--- src/rtl/arbitro_cuenta_pkg.sv ---
// Shared types and defaults for the shared-account arbiter (arbitro_cuenta).
package cajero_pkg;

  typedef enum logic [1:0] {
    IDLE  = 2'd0,
    GRANT = 2'd1,
    EXEC  = 2'd2,
    RESP  = 2'd3
  } estado_t;

  localparam logic TIPO_DEPOSITO = 1'b0;
  localparam logic TIPO_RETIRO   = 1'b1;

  localparam int N_TERM_DEF  = 4;
  localparam int BAL_W_DEF   = 64;
  localparam int MONTO_W_DEF = 32;

endpackage

--- src/rtl/arbitro_cuenta_if.sv ---
// Terminal-side request/response bundle of the shared-account arbiter.
interface arbitro_cuenta_if
  import cajero_pkg::*;
#(
  parameter int N_TERM  = N_TERM_DEF,
  parameter int BAL_W   = BAL_W_DEF,
  parameter int MONTO_W = MONTO_W_DEF
);

  logic                      CARGAR_BALANCE;
  logic [BAL_W-1:0]          BALANCE_INICIAL;
  logic [N_TERM-1:0]         REQ;
  logic [N_TERM-1:0]         TIPO_TRANS;
  logic [N_TERM*MONTO_W-1:0] MONTO;
  logic [N_TERM-1:0]         GNT;
  logic                      DONE_STB;
  logic                      ENTREGAR_DINERO;
  logic                      FONDOS_INSUFICIENTES;
  logic [BAL_W-1:0]          BALANCE_ACTUALIZADO;
  logic                      OCUPADO;

  modport master (
    output CARGAR_BALANCE, BALANCE_INICIAL, REQ, TIPO_TRANS, MONTO,
    input  GNT, DONE_STB, ENTREGAR_DINERO, FONDOS_INSUFICIENTES,
           BALANCE_ACTUALIZADO, OCUPADO
  );

  modport slave (
    input  CARGAR_BALANCE, BALANCE_INICIAL, REQ, TIPO_TRANS, MONTO,
    output GNT, DONE_STB, ENTREGAR_DINERO, FONDOS_INSUFICIENTES,
           BALANCE_ACTUALIZADO, OCUPADO
  );

endinterface

--- src/rtl/arbitro_cuenta_selector_rr.sv ---
// Combinational requester selector: first set REQ bit at or after ptr_i wins.
// With ptr_i held at zero it degenerates to lowest-index fixed priority.
module selector_rr
  import cajero_pkg::*;
#(
  parameter int N_TERM = N_TERM_DEF,
  parameter int IDX_W  = 2
)(
  input  logic [N_TERM-1:0] req_i,
  input  logic [IDX_W-1:0]  ptr_i,
  output logic [N_TERM-1:0] gnt_o,
  output logic [IDX_W-1:0]  idx_o,
  output logic              valid_o
);

  always_comb begin
    int j;
    j       = 0;
    gnt_o   = '0;
    idx_o   = '0;
    valid_o = 1'b0;
    for (int off = 0; off < N_TERM; off++) begin
      j = int'(ptr_i) + off;
      if (j >= N_TERM) j = j - N_TERM;
      if (!valid_o && req_i[j]) begin
        valid_o  = 1'b1;
        gnt_o[j] = 1'b1;
        idx_o    = IDX_W'(j);
      end
    end
  end

endmodule

--- src/rtl/arbitro_cuenta.sv ---
// Shared-account transaction arbiter: one terminal served per 4-cycle slot.
// Define ARBITRO_RR_EN for round-robin; otherwise lowest index always wins.
module arbitro_cuenta
  import cajero_pkg::*;
#(
  parameter int N_TERM  = N_TERM_DEF,
  parameter int BAL_W   = BAL_W_DEF,
  parameter int MONTO_W = MONTO_W_DEF
)(
  input  logic              CLK,
  input  logic              RESET,
  arbitro_cuenta_if.slave   bus
);

  localparam int IDX_W = (N_TERM > 1) ? $clog2(N_TERM) : 1;

  estado_t            state_q, state_d;
  logic [IDX_W-1:0]   idx_q, idx_d;
  logic [IDX_W-1:0]   ptr, winIdx;
  logic [N_TERM-1:0]  winOh, gnt;
  logic               winValid;
  logic               tipo_q, tipo_d;
  logic [MONTO_W-1:0] monto_q, monto_d;
  logic [BAL_W-1:0]   bal_q, bal_d, nb_q, nb_d, montoExt;
  logic [BAL_W:0]     suma;
  logic               ent_q, ent_d, fon_q, fon_d;
  logic               done, entOut, fonOut;

  selector_rr #(.N_TERM(N_TERM), .IDX_W(IDX_W)) u_sel (
    .req_i   (bus.REQ),
    .ptr_i   (ptr),
    .gnt_o   (winOh),
    .idx_o   (winIdx),
    .valid_o (winValid)
  );

  assign montoExt = BAL_W'(monto_q);
  assign suma     = {1'b0, bal_q} + {1'b0, montoExt};

  always_comb begin
    state_d = state_q;
    idx_d   = idx_q;
    tipo_d  = tipo_q;
    monto_d = monto_q;
    bal_d   = bal_q;
    nb_d    = nb_q;
    ent_d   = ent_q;
    fon_d   = fon_q;
    gnt     = '0;
    done    = 1'b0;
    entOut  = 1'b0;
    fonOut  = 1'b0;
    if (state_q != IDLE) gnt[idx_q] = 1'b1;
    case (state_q)
      IDLE: begin
        if (bus.CARGAR_BALANCE) begin
          bal_d = bus.BALANCE_INICIAL;
        end else if (winValid) begin
          idx_d   = winIdx;
          tipo_d  = |(bus.TIPO_TRANS & winOh);
          monto_d = bus.MONTO[winIdx*MONTO_W +: MONTO_W];
          state_d = GRANT;
        end
      end
      GRANT: begin
        // Outcome is decided here and only committed on the EXEC edge,
        // so a reset during EXEC leaves the balance untouched.
        if (tipo_q == TIPO_RETIRO) begin
          if (montoExt <= bal_q) begin
            nb_d  = bal_q - montoExt;
            ent_d = 1'b1;
            fon_d = 1'b0;
          end else begin
            nb_d  = bal_q;
            ent_d = 1'b0;
            fon_d = 1'b1;
          end
        end else begin
          nb_d  = suma[BAL_W] ? '1 : suma[BAL_W-1:0];
          ent_d = 1'b0;
          fon_d = 1'b0;
        end
        state_d = EXEC;
      end
      EXEC: begin
        bal_d   = nb_q;
        state_d = RESP;
      end
      RESP: begin
        done    = 1'b1;
        entOut  = ent_q;
        fonOut  = fon_q;
        state_d = IDLE;
      end
      default: state_d = IDLE;
    endcase
  end

  always_ff @(posedge CLK) begin
    if (RESET) begin
      state_q <= IDLE;
      idx_q   <= '0;
      tipo_q  <= 1'b0;
      monto_q <= '0;
      bal_q   <= '0;
      nb_q    <= '0;
      ent_q   <= 1'b0;
      fon_q   <= 1'b0;
    end else begin
      state_q <= state_d;
      idx_q   <= idx_d;
      tipo_q  <= tipo_d;
      monto_q <= monto_d;
      bal_q   <= bal_d;
      nb_q    <= nb_d;
      ent_q   <= ent_d;
      fon_q   <= fon_d;
    end
  end

`ifdef ARBITRO_RR_EN
  logic [IDX_W-1:0] ptr_q, ptr_d;

  always_comb begin
    ptr_d = ptr_q;
    if (state_q == RESP)
      ptr_d = (idx_q == IDX_W'(N_TERM - 1)) ? '0 : idx_q + IDX_W'(1);
  end

  always_ff @(posedge CLK) begin
    if (RESET) ptr_q <= '0;
    else       ptr_q <= ptr_d;
  end

  assign ptr = ptr_q;
`else
  assign ptr = '0;
`endif

  assign bus.GNT                  = gnt;
  assign bus.DONE_STB             = done;
  assign bus.ENTREGAR_DINERO      = entOut;
  assign bus.FONDOS_INSUFICIENTES = fonOut;
  assign bus.BALANCE_ACTUALIZADO  = bal_q;
  assign bus.OCUPADO              = (state_q != IDLE);

endmodule

--- src/flat_wrapper.sv ---
// flat-port wrapper written by rule: the top's interface ports become plain ports
module arbitro_cuenta_flat import cajero_pkg::*;
#(
  parameter int N_TERM  = N_TERM_DEF,
  parameter int BAL_W   = BAL_W_DEF,
  parameter int MONTO_W = MONTO_W_DEF
)
  (CLK, RESET, bus_CARGAR_BALANCE, bus_BALANCE_INICIAL, bus_REQ, bus_TIPO_TRANS, bus_MONTO, bus_GNT, bus_DONE_STB, bus_ENTREGAR_DINERO, bus_FONDOS_INSUFICIENTES, bus_BALANCE_ACTUALIZADO, bus_OCUPADO);
  arbitro_cuenta_if #(.N_TERM(N_TERM), .BAL_W(BAL_W), .MONTO_W(MONTO_W)) bus_i ();
  input  logic CLK;
  input  logic RESET;
  input wire logic [$bits(bus_i.CARGAR_BALANCE)-1:0] bus_CARGAR_BALANCE;
  input wire logic [$bits(bus_i.BALANCE_INICIAL)-1:0] bus_BALANCE_INICIAL;
  input wire logic [$bits(bus_i.REQ)-1:0] bus_REQ;
  input wire logic [$bits(bus_i.TIPO_TRANS)-1:0] bus_TIPO_TRANS;
  input wire logic [$bits(bus_i.MONTO)-1:0] bus_MONTO;
  output wire logic [$bits(bus_i.GNT)-1:0] bus_GNT;
  output wire logic [$bits(bus_i.DONE_STB)-1:0] bus_DONE_STB;
  output wire logic [$bits(bus_i.ENTREGAR_DINERO)-1:0] bus_ENTREGAR_DINERO;
  output wire logic [$bits(bus_i.FONDOS_INSUFICIENTES)-1:0] bus_FONDOS_INSUFICIENTES;
  output wire logic [$bits(bus_i.BALANCE_ACTUALIZADO)-1:0] bus_BALANCE_ACTUALIZADO;
  output wire logic [$bits(bus_i.OCUPADO)-1:0] bus_OCUPADO;
  assign bus_i.CARGAR_BALANCE = bus_CARGAR_BALANCE;
  assign bus_i.BALANCE_INICIAL = bus_BALANCE_INICIAL;
  assign bus_i.REQ = bus_REQ;
  assign bus_i.TIPO_TRANS = bus_TIPO_TRANS;
  assign bus_i.MONTO = bus_MONTO;
  assign bus_GNT = bus_i.GNT;
  assign bus_DONE_STB = bus_i.DONE_STB;
  assign bus_ENTREGAR_DINERO = bus_i.ENTREGAR_DINERO;
  assign bus_FONDOS_INSUFICIENTES = bus_i.FONDOS_INSUFICIENTES;
  assign bus_BALANCE_ACTUALIZADO = bus_i.BALANCE_ACTUALIZADO;
  assign bus_OCUPADO = bus_i.OCUPADO;
  arbitro_cuenta #(.N_TERM(N_TERM), .BAL_W(BAL_W), .MONTO_W(MONTO_W)) u_core (.CLK(CLK), .RESET(RESET), .bus(bus_i));
endmodule
--- config.mk ---
export PLATFORM = sky130hd
export DESIGN_NAME = arbitro_cuenta_flat
export DESIGN_NICKNAME = d
export VERILOG_FILES = /design/src/rtl/arbitro_cuenta_pkg.sv /design/src/rtl/arbitro_cuenta_if.sv /design/src/rtl/arbitro_cuenta_selector_rr.sv /design/src/rtl/arbitro_cuenta.sv /design/src/flat_wrapper.sv
export SDC_FILE = /design/constraint.sdc
export NUM_CORES = 1
export LEC_CHECK = 0
export BUFFER_PORTS_ARGS = -buffer_cell sky130_fd_sc_hd__buf_2
export CAP_MARGIN = 40
export CELL_PAD_IN_SITES_DETAIL_PLACEMENT = 2
export CELL_PAD_IN_SITES_GLOBAL_PLACEMENT = 2
export CORE_MARGIN = 2
export CORE_UTILIZATION = 32
export DETAILED_ROUTE_END_ITERATION = 10
export PLACE_DENSITY_LB_ADDON = 0.25
export SLEW_MARGIN = 20
export SYNTH_ARGS = -nofsm -noshare
export SYNTH_HDL_FRONTEND = slang
export SYNTH_SLANG_ARGS = --single-unit
--- constraint.sdc ---
create_clock -name CLK -period 3.6 [get_ports CLK]
set_input_delay 0.18 -clock CLK [delete_from_list [all_inputs] [get_ports CLK]]
set_output_delay 0.18 -clock CLK [all_outputs]
set_load 0.005 [all_outputs]
* Word-level counts from Yosys, hierarchy flattened *
Cells that the tools add are included.

word-level totals
  flip-flop bits (word level) = 167
  logic and storage cells = 65
  output and inout bits = 72
  input bits = 203

cells by class
  multiplexer cells = 29
  bitwise logic cells = 2
  add/subtract/negate cells = 2
  reductions and logical operators = 14
  shifts and indexed selects = 1
  order comparisons = 3
  equality and inequality tests = 6

operators by type and width
  kind                  number
  $mux W64              4
  $pmux W64 S2          1
  $shiftx A128 B8 Y32   1
  $add A64 B32 Y65      1
  $le A32 B64 Y1        1
  $sub A64 B32 Y64      1
  $mux W1               14
  $mux W2               5
  $mux W4               2
  $pmux W2 S4           1
  $ne A2 B2 Y1 const B  3
  $and A4 B4 Y4         1
  $eq A2 B2 Y1 const B  2
  $logic_and A1 B1 Y1   4
  $reduce_and A2 Y1     2
  $reduce_bool A2 Y1    2
  $reduce_or A4 Y1      1
  $logic_not A1 Y1      3
  $lt A2 B3 Y1 const B  1
  $mux W3               1
  $reduce_and A3 Y1     1
  $demux W1 S2          1
  $eq A2 B1 Y1 const B  1
  $ge A2 B1 Y1 const B  1
  2 further kinds       2

* Longest topological paths before layout *
Gate-level depths: netlist of run 1.

  depth after elaboration = 13
  depth in mapped cells = 15

* Cells and area by module *
From an unflattened synthesis of run 1, not the netlist that was laid out.

second synthesis, totals
  cells, all modules = 1791
  area, all modules = 13935.9 um^2

modules (own cells, without submodules)
  module          cells an instance  area each (um^2)  instances  sequential area each (um^2)
  arbitro_cuenta  1743               13475.4           1          3343.2
  selector_rr     48                 460.4             1          0.0

* Worst setup path before layout of run 1 *
OpenSTA, ideal clock, no wires.

  path kind = flip-flop to flip-flop
  start = register u_core.bal_q[0] (netlist: u_core.bus.BALANCE_ACTUALIZADO[0])
  end = register u_core.nb_q[54]
  data required time = 3483 ps
  stages on the path, launching flop included = 14
  library setup time = 117 ps
  arrival time = 3189 ps
  setup slack = 294 ps
  cells stage by stage = dfxtp_1 ha_1 fa_1 nor2b_1 o311ai_0 a311oi_1 a21oi_1 o211a_1 o21ba_2 clkbuf_1 nand2_1 buf_2 o31a_1 a32o_1

on the way
  cells in the longest elaborated chain, start to end = 3
  elaborated cells on any way between the ends = 6
  those cells by class = 2 x add/sub; 1 x order compare; 3 x mux

ends and longest elaborated chain
  what                                            line                                        source
  start: declaration                              arbitro_cuenta.sv:24                        logic [BAL_W-1:0] bal_q, bal_d, nb_q, nb_d, montoExt;
  start signal: assignment                        arbitro_cuenta.sv:114                       bal_q <= bal_d;
  $add A64 B32 Y65, or another cell as far along  arbitro_cuenta.sv:38                        assign suma = {1'b0, bal_q} + {1'b0, montoExt};
  $mux W64 (on tied branches)                     arbitro_cuenta.sv:79, arbitro_cuenta.sv:69
  $mux W64 *                                      arbitro_cuenta.sv:68                        if (tipo_q == TIPO_RETIRO) begin
  end signal: assignment                          arbitro_cuenta.sv:115                       nb_q <= nb_d;
  end: declaration                                arbitro_cuenta.sv:24

Mark *: on every way between the ends. The rest lies on a longest branch, timed or not.
A chain may end at the register's enable or synchronous reset.

* Worst setup path after layout of run 1 *
  start = register u_core.monto_q[25]
  end = register u_core.nb_q[62]

on the way
  cells in the longest elaborated chain, start to end = 3
  elaborated cells on any way between the ends = 6
  those cells by class = 2 x add/sub; 1 x order compare; 3 x mux

ends and longest elaborated chain
  what                                            line                                        source
  start: declaration                              arbitro_cuenta.sv:23                        logic [MONTO_W-1:0] monto_q, monto_d;
  start signal: assignment                        arbitro_cuenta.sv:113                       monto_q <= monto_d;
  $add A64 B32 Y65, or another cell as far along  arbitro_cuenta.sv:38
  $mux W64 (on tied branches)                     arbitro_cuenta.sv:79, arbitro_cuenta.sv:69
  $mux W64 *                                      arbitro_cuenta.sv:68

Marked as above.

==> results of run 1 <==
area by class of cell:
cell class | instances | area (sq um) | share of cell area
timing repair buffer | 483 | 3045 | 0.1747
clock inverter | 11 | 170.2 | 0.009760
multi-input combinational | 1391 | 9415 | 0.5400
inverter | 81 | 304.0 | 0.01744
sequential | 167 | 3354 | 0.1924
tap | 532 | 665.6 | 0.03818
clock buffer | 21 | 480.5 | 0.02756
layer usage:
metal,vias up,GRT usage
li1,7203,-
met1,7936,0.3748
met2,462,0.5168
met3,128,0.04281
met4,0,0.1126
met5,-,0
cell families (layout without fill, tap and decap cells):
| kind of cell | after synthesis | after routing | synth area share |
|---|---|---|---|
| XOR/XNOR | 89 | 89 | 0.05884 |
| AO/OA/AOI/OAI | 557 | 557 | 0.2832 |
| buffers and inverters | 227 | 596 | 0.06866 |
| AND/OR/NAND/NOR | 602 | 602 | 0.2144 |
| multiplexers | 73 | 73 | 0.05535 |
| flip-flops | 167 | 167 | 0.2524 |
| adder cells (fa/ha/maj) | 70 | 70 | 0.06725 |
critical path, stage by stage (launching register included):
cell	delay, ps
dfxtp_1	400
inv_1	70
ha_1	330
nand4_1	220
or4_4	600
nor2_4	130
a21boi_4	220
buf_4	140
or4_4	170
nand2_8	80
or3_4	340
or3_1	340
xor2_1	170
a221oi_2	260
power breakdown:
part / internal [mW] / switching (mW) / leakage [nW]
registers: 2.52 / 0.575 / 1.38
logic: 4.80 / 7.27 / 5.63
clock network: 1.23 / 0.884 / 0.311
what timing repair did:
item	in CTS	in global routing
endpoints found under the setup margin	32	50
resized for setup	22	68
buffers inserted	2	4
pin swaps	4	12
sequential cells by signal, indices dropped and copies added, names as in the netlist:
signal                          count
u_core.tipo_q                       1
u_core.ent_q                        1
u_core.bus.BALANCE_ACTUALIZADO     64
u_core.monto_q                     32
u_core.nb_q                        64
u_core.state_q                      2
u_core.idx_q                        2
u_core.fon_q                        1
synthesized netlist by cell type, drive strengths merged (14+ instances only):
| master | instances | share of area |
|---|---|---|
| nand4 | 25 | 0.012 |
| a21o | 17 | 0.0096 |
| nand3 | 27 | 0.010 |
| a311oi | 33 | 0.022 |
| inv | 80 | 0.023 |
| o21ai | 62 | 0.024 |
| o221ai | 19 | 0.013 |
| o31ai | 23 | 0.013 |
| xnor2 | 72 | 0.048 |
| nor2b | 14 | 0.0066 |
| xor2 | 17 | 0.011 |
| a21oi | 158 | 0.060 |
| a31oi | 21 | 0.0099 |
| nand2 | 162 | 0.047 |
| o22ai | 36 | 0.017 |
| buf | 36 | 0.014 |
| a211oi | 88 | 0.050 |
| ha | 68 | 0.064 |
| nor2 | 229 | 0.065 |
| clkbuf | 110 | 0.032 |
| mux2i | 71 | 0.054 |
| nor3 | 34 | 0.013 |
| dfxtp | 167 | 0.25 |
| nor4 | 24 | 0.013 |
final timing paths:
check	startpoint	endpoint	depth (start not counted)
worst min-delay path	bus_BALANCE_INICIAL[29]	u_core.bus.BALANCE_ACTUALIZADO[29]$_SDFFE_PP0P_	3
worst max-delay path	u_core.monto_q[25]$_SDFFE_PP0P_	u_core.nb_q[62]$_SDFFE_PP0N_	13
worst max register to register	u_core.monto_q[25]$_SDFFE_PP0P_	u_core.nb_q[62]$_SDFFE_PP0N_	13
worst min register to register	u_core.nb_q[61]$_SDFFE_PP0N_	u_core.nb_q[61]$_SDFFE_PP0N_	2
per-stage QoR:
step	power (mW)	setup WS, ps
2_1_floorplan	9.519	293.8
6_report	17.28	43.86
5_1_grt	18.38	-140.8
3_3_place_gp	13.83	-35.17
3_5_place_dp	14.29	-275.7
4_1_cts	16.65	0.9184
==> reports/metrics.cfg, run 1 <==
[run_status]
outcome=finished, final reports clean

[sta]
hold_violations=0
fin_tns_setup_ps=0
setup_viol=0
rsz0062_at_grt=true
fin_crit_ps=3556
max_slew.worst_pin.slew_ps=941.6
slew-limit-headroom=0.3680
fin_crit_sh=0.9878
fin_worst_skew_ps=13.19
clock.fmax_mhz=281.2
maxSlewViolCount=0
holdWs_ps=42.84

[synthesis]
synth_ff_type=dfxtp_1
synth_area_sq_mm=0.01325
syn_nets=2058
syn_inst=1785
seq_area_frac_synth=0.2524
yosysWarnings=0
synth_cell_types=87
synth_area_per_cell_sq_um=7.422
async_flop_share=0
ys_seq_elements=167
synth_edf_count=0

[place]
port_buffers=274
dpl_cell_area_sq_mm=0.01632
place.gp.congestion=0.9696
dp_cells=2647
dpl.hpwl_mm=50.63

[clock_network]
h-tree-depth=4
cts_hold_buf=0
cts-buffers-inserted=17
path_clk_slew_ps=80
clk_latency_ps=480
cts_tree=built
clk_path_buf_depth=2
cts.sinks=167
cts-root-buf=clkbuf_16

[floorplanning]
placementRows=74
core_area_sq_mm=0.04083
die_h_um=207.5
initial_core_util=0.3244
die_area_sq_mm=0.04304
die_w_um=207.5
pin_count=275

[critical_path]
crit_path_end_kind=flop
cp.required_ps=4000
critPathArrivalTime_ps=3950
path_max_fanout=6
crit_type=flop to flop
rrSetupSlack_ps=40
cp-start-kind=flop

[routing]
wl_per_cell_um=24.81
drtAntennaViolNets=0
dr.pass1.iters=5
dr_wl_met2_mm=32.66
met3_length_mm=2.814
viasPerCell=5.856
remaining_drc_errors=0
wl_mm=66.64
dr_total_vias=15730
highest_layer=met4
drt_iter0_drc=819
m1WireLength_mm=28.92

[grt]
grt_pass1_vias=17220
overflow=0
grt_pass1_wl_mm=101.3
grt_start_max_net_pins=71
grt_usage=0.2986
antenna_found_initial=0

[min_path]
hold_class=input port to flop

[finish]
n_antenna_cell=0
mostFrequentLayoutCells=buf_2, nor2_1, buf_4
drive_gt1_frac=0.2818
stdcell_count=2686
area_growth_pct=31.61
final_core_util=0.4270
nNetsFinal=2414
final_common_cell=buf_2
post-route-cell-area_sq_mm=0.01744
fillers=4731

[flow_run]
max_cap_viol_count=0

[pwr]
max-vdd-ir-drop_uv=471.8
p_leak_nw=7.319
p_per_area_mw_per_mm2=991.1

No activity file was read; power rests on OpenSTA's default activity.
==> run 2: changes to the inputs <==
--- a/config.mk
+++ b/config.mk
@@ -5,12 +5,14 @@
 export SDC_FILE = /design/constraint.sdc
 export NUM_CORES = 1
 export LEC_CHECK = 0
+export ABC_AREA = 1
 export BUFFER_PORTS_ARGS = -buffer_cell sky130_fd_sc_hd__buf_2
 export CAP_MARGIN = 40
 export CELL_PAD_IN_SITES_DETAIL_PLACEMENT = 2
 export CELL_PAD_IN_SITES_GLOBAL_PLACEMENT = 2
+export CORE_ASPECT_RATIO = 0.6
 export CORE_MARGIN = 2
-export CORE_UTILIZATION = 32
+export CORE_UTILIZATION = 30
 export DETAILED_ROUTE_END_ITERATION = 10
 export PLACE_DENSITY_LB_ADDON = 0.25
 export SLEW_MARGIN = 20
==> reports/metrics.cfg, run 2 <==
[synthesis]
synthTopCellsByArea=dfxtp_1, nand2_1, inv_1
syn_nets=3301
synth_area_sq_mm=0.01688
syn_inst=3028
synth_area_per_cell_sq_um=5.575
yosysTopAreaCell=dfxtp_1
yosysMostFrequentCell=nand2_1
synth_edf_count=0
async_flop_share=0
synth_top_area_share=0.1980
synth_cell_types=50
netlist_top_cells_count=nand2_1, inv_1, nor2_1
seq_area_frac_synth=0.1980
ys_seq_elements=167
yosysWarnings=0
synth_ff_type=dfxtp_1

[clock_network]
cts-buffers-inserted=17
cts-root-buf=clkbuf_16
h-tree-depth=4
cts_hold_buf=0
cts.sinks=167
path_clk_slew_ps=80
clk_path_buf_depth=2
cts_tree=built
clk_latency_ps=500

[pwr]
p_seq_frac=0.198
p_int_mw=6.437
total_power_mw=16.23
p_per_area_mw_per_mm2=815.2
power_frac_clock=0.131
p_leak_nw=10.32
pwr-share-comb=0.672
max-vdd-ir-drop_uv=401.7
power.switching_mw=9.794
p_sw_frac=0.6034

[finish]
seq_area_sq_mm=0.003344
area_growth_pct=17.94
post-route-cell-area_sq_mm=0.01991
final_common_cell=nand2_1
n_antenna_cell=0
fillers=7133
mostFrequentLayoutCells=nand2_1, inv_1, nor2_1
stdcell_count=4035
drive_gt1_frac=0.1444
multi_input_area_sq_mm=0.01093
nNetsFinal=3536

[grt]
grt_pass1_wl_mm=153.5
overflow=0
grt_usage=0.3606
grt_start_max_net_pins=129
antenna_found_initial=3
grt_pass1_vias=22780

[routing]
viasPerCell=5.503
dr_total_vias=22200
wl_per_cell_um=26.24
wl_mm=105.9
drtAntennaViolNets=0
remaining_drc_errors=0
drt_iter0_drc=1986
dr.pass1.iters=5

[sta]
hold_violations=0
max_slew.worst_pin.slew_ps=1010
clock.fmax_mhz=292.5
fin_crit_ps=3419
fin_tns_setup_ps=0
rsz0062_at_grt=false
fin_worst_skew_ps=19.16
maxSlewViolCount=0
setup_slack_ps=180.6
slew-limit-headroom=0.3264
setup_viol=0
fin_crit_sh=0.9498

[floorplanning]
initial_core_util=0.3028
core_area_sq_mm=0.05575
die_w_um=310.3
die_area_sq_mm=0.05825
placementRows=67
pin_count=275
die_h_um=187.8

[place]
dpl.hpwl_mm=87.63
place.gp.congestion=0.9951
dp_cells=3995
port_buffers=274
pre_cts_slack_ps=196.3
dpl_cell_area_sq_mm=0.01921

[critical_path]
r2r_cells=16
cp-start-kind=flop
reg2reg_from=u_core.monto_q[7]$_SDFFE_PP0P_
critPathLaunch=u_core.monto_q[7]$_SDFFE_PP0P_
crit_path_end_kind=flop
critPathArrivalTime_ps=3790
path_max_fanout=18
crit_type=flop to flop
cp.required_ps=3980

[run_status]
outcome=finished, final reports clean

[flow_run]
max_cap_viol_count=0

[min_path]
hold_path_startpoint=bus_BALANCE_INICIAL[34]
holdPathStages=5
hold_class=input port to flop

[run 2: what timing repair did]
item | CTS | global route
buffers inserted | 0 | 7
setup endpoints to repair | 0 | 4
resized for setup | 0 | 1
endpoints found under the hold margin | 0 | 0
[run 2: power by group through the flow]
stage	Combinational (mW)	Clock [mW]	Sequential (mW)
after global routing	11.6	2.22	3.23
final	10.9	2.12	3.21
after detailed placement	10.5	0	3.19
after floorplan	6.12	0	2.75
after CTS	10.5	2.14	3.15
after global placement	10.2	0	3.15
[run 2: kinds of logic (layout without fill, tap and decap cells)]
family,Yosys count,after routing,synth area share
fa+ha+maj,70,70,0.05277
flops,167,167,0.1980
buf+inv,648,895,0.1576
simple gates,1468,1469,0.3654
compound gates,615,615,0.1950
xor+xnor,60,60,0.03113
[run 2: cell type report]
type / count / share of cell area
inverters: 487 / 0.09181
repair buffers: 376 / 0.1121
clock inverters: 15 / 0.01012
clock buffers: 17 / 0.02136
multi-input cells: 2214 / 0.5490
flip-flops and latches: 167 / 0.1680
well taps: 759 / 0.04769
[run 2: critical path: stages, from the launching register on]
cell     delay, ps
dfxtp_1        350
inv_1           60
ha_1           420
inv_2          100
a21oi_1        440
nand2_1        160
inv_1           90
nand2_1         80
nand2_1         70
nand2_1        140
nand2_2        130
nand2_4         90
nand2_4        330
buf_4          300
a21oi_1         90
nor3_1         350
nor2_1          70
[run 2: final timing paths]
path	to	slack, ps
setup reg to reg	u_core.nb_q[15]$_SDFFE_PP0N_	180
hold reg to reg	u_core.nb_q[56]$_SDFFE_PP0N_	490
hold / removal	u_core.bus.BALANCE_ACTUALIZADO[34]$_SDFFE_PP0P_	50
setup / recovery	u_core.nb_q[15]$_SDFFE_PP0N_	180
[run 2: metrics by stage]
step                utilization  hold slack, ps
finish                   0.3572           54.69
global route             0.3572           72.12
CTS                      0.3558           33.63
detailed placement       0.3445           473.6
global placement         0.3440           453.9
floorplan                     -           365.6
[run 2: layer usage]
| metal | track usage | vias up | wire length [um] | part of all wire |
|---|---|---|---|---|
| li1 | - | 10020 | - | - |
| met1 | 0.5719 | 11270 | 54300 | 0.51 |
| met4 | 0.04329 | 2 | 818 | 0.0077 |
| met2 | 0.4895 | 858 | 40360 | 0.38 |
| met3 | 0.08793 | 52 | 10400 | 0.098 |
| met5 | 0 | - | 13 | 0.00012 |
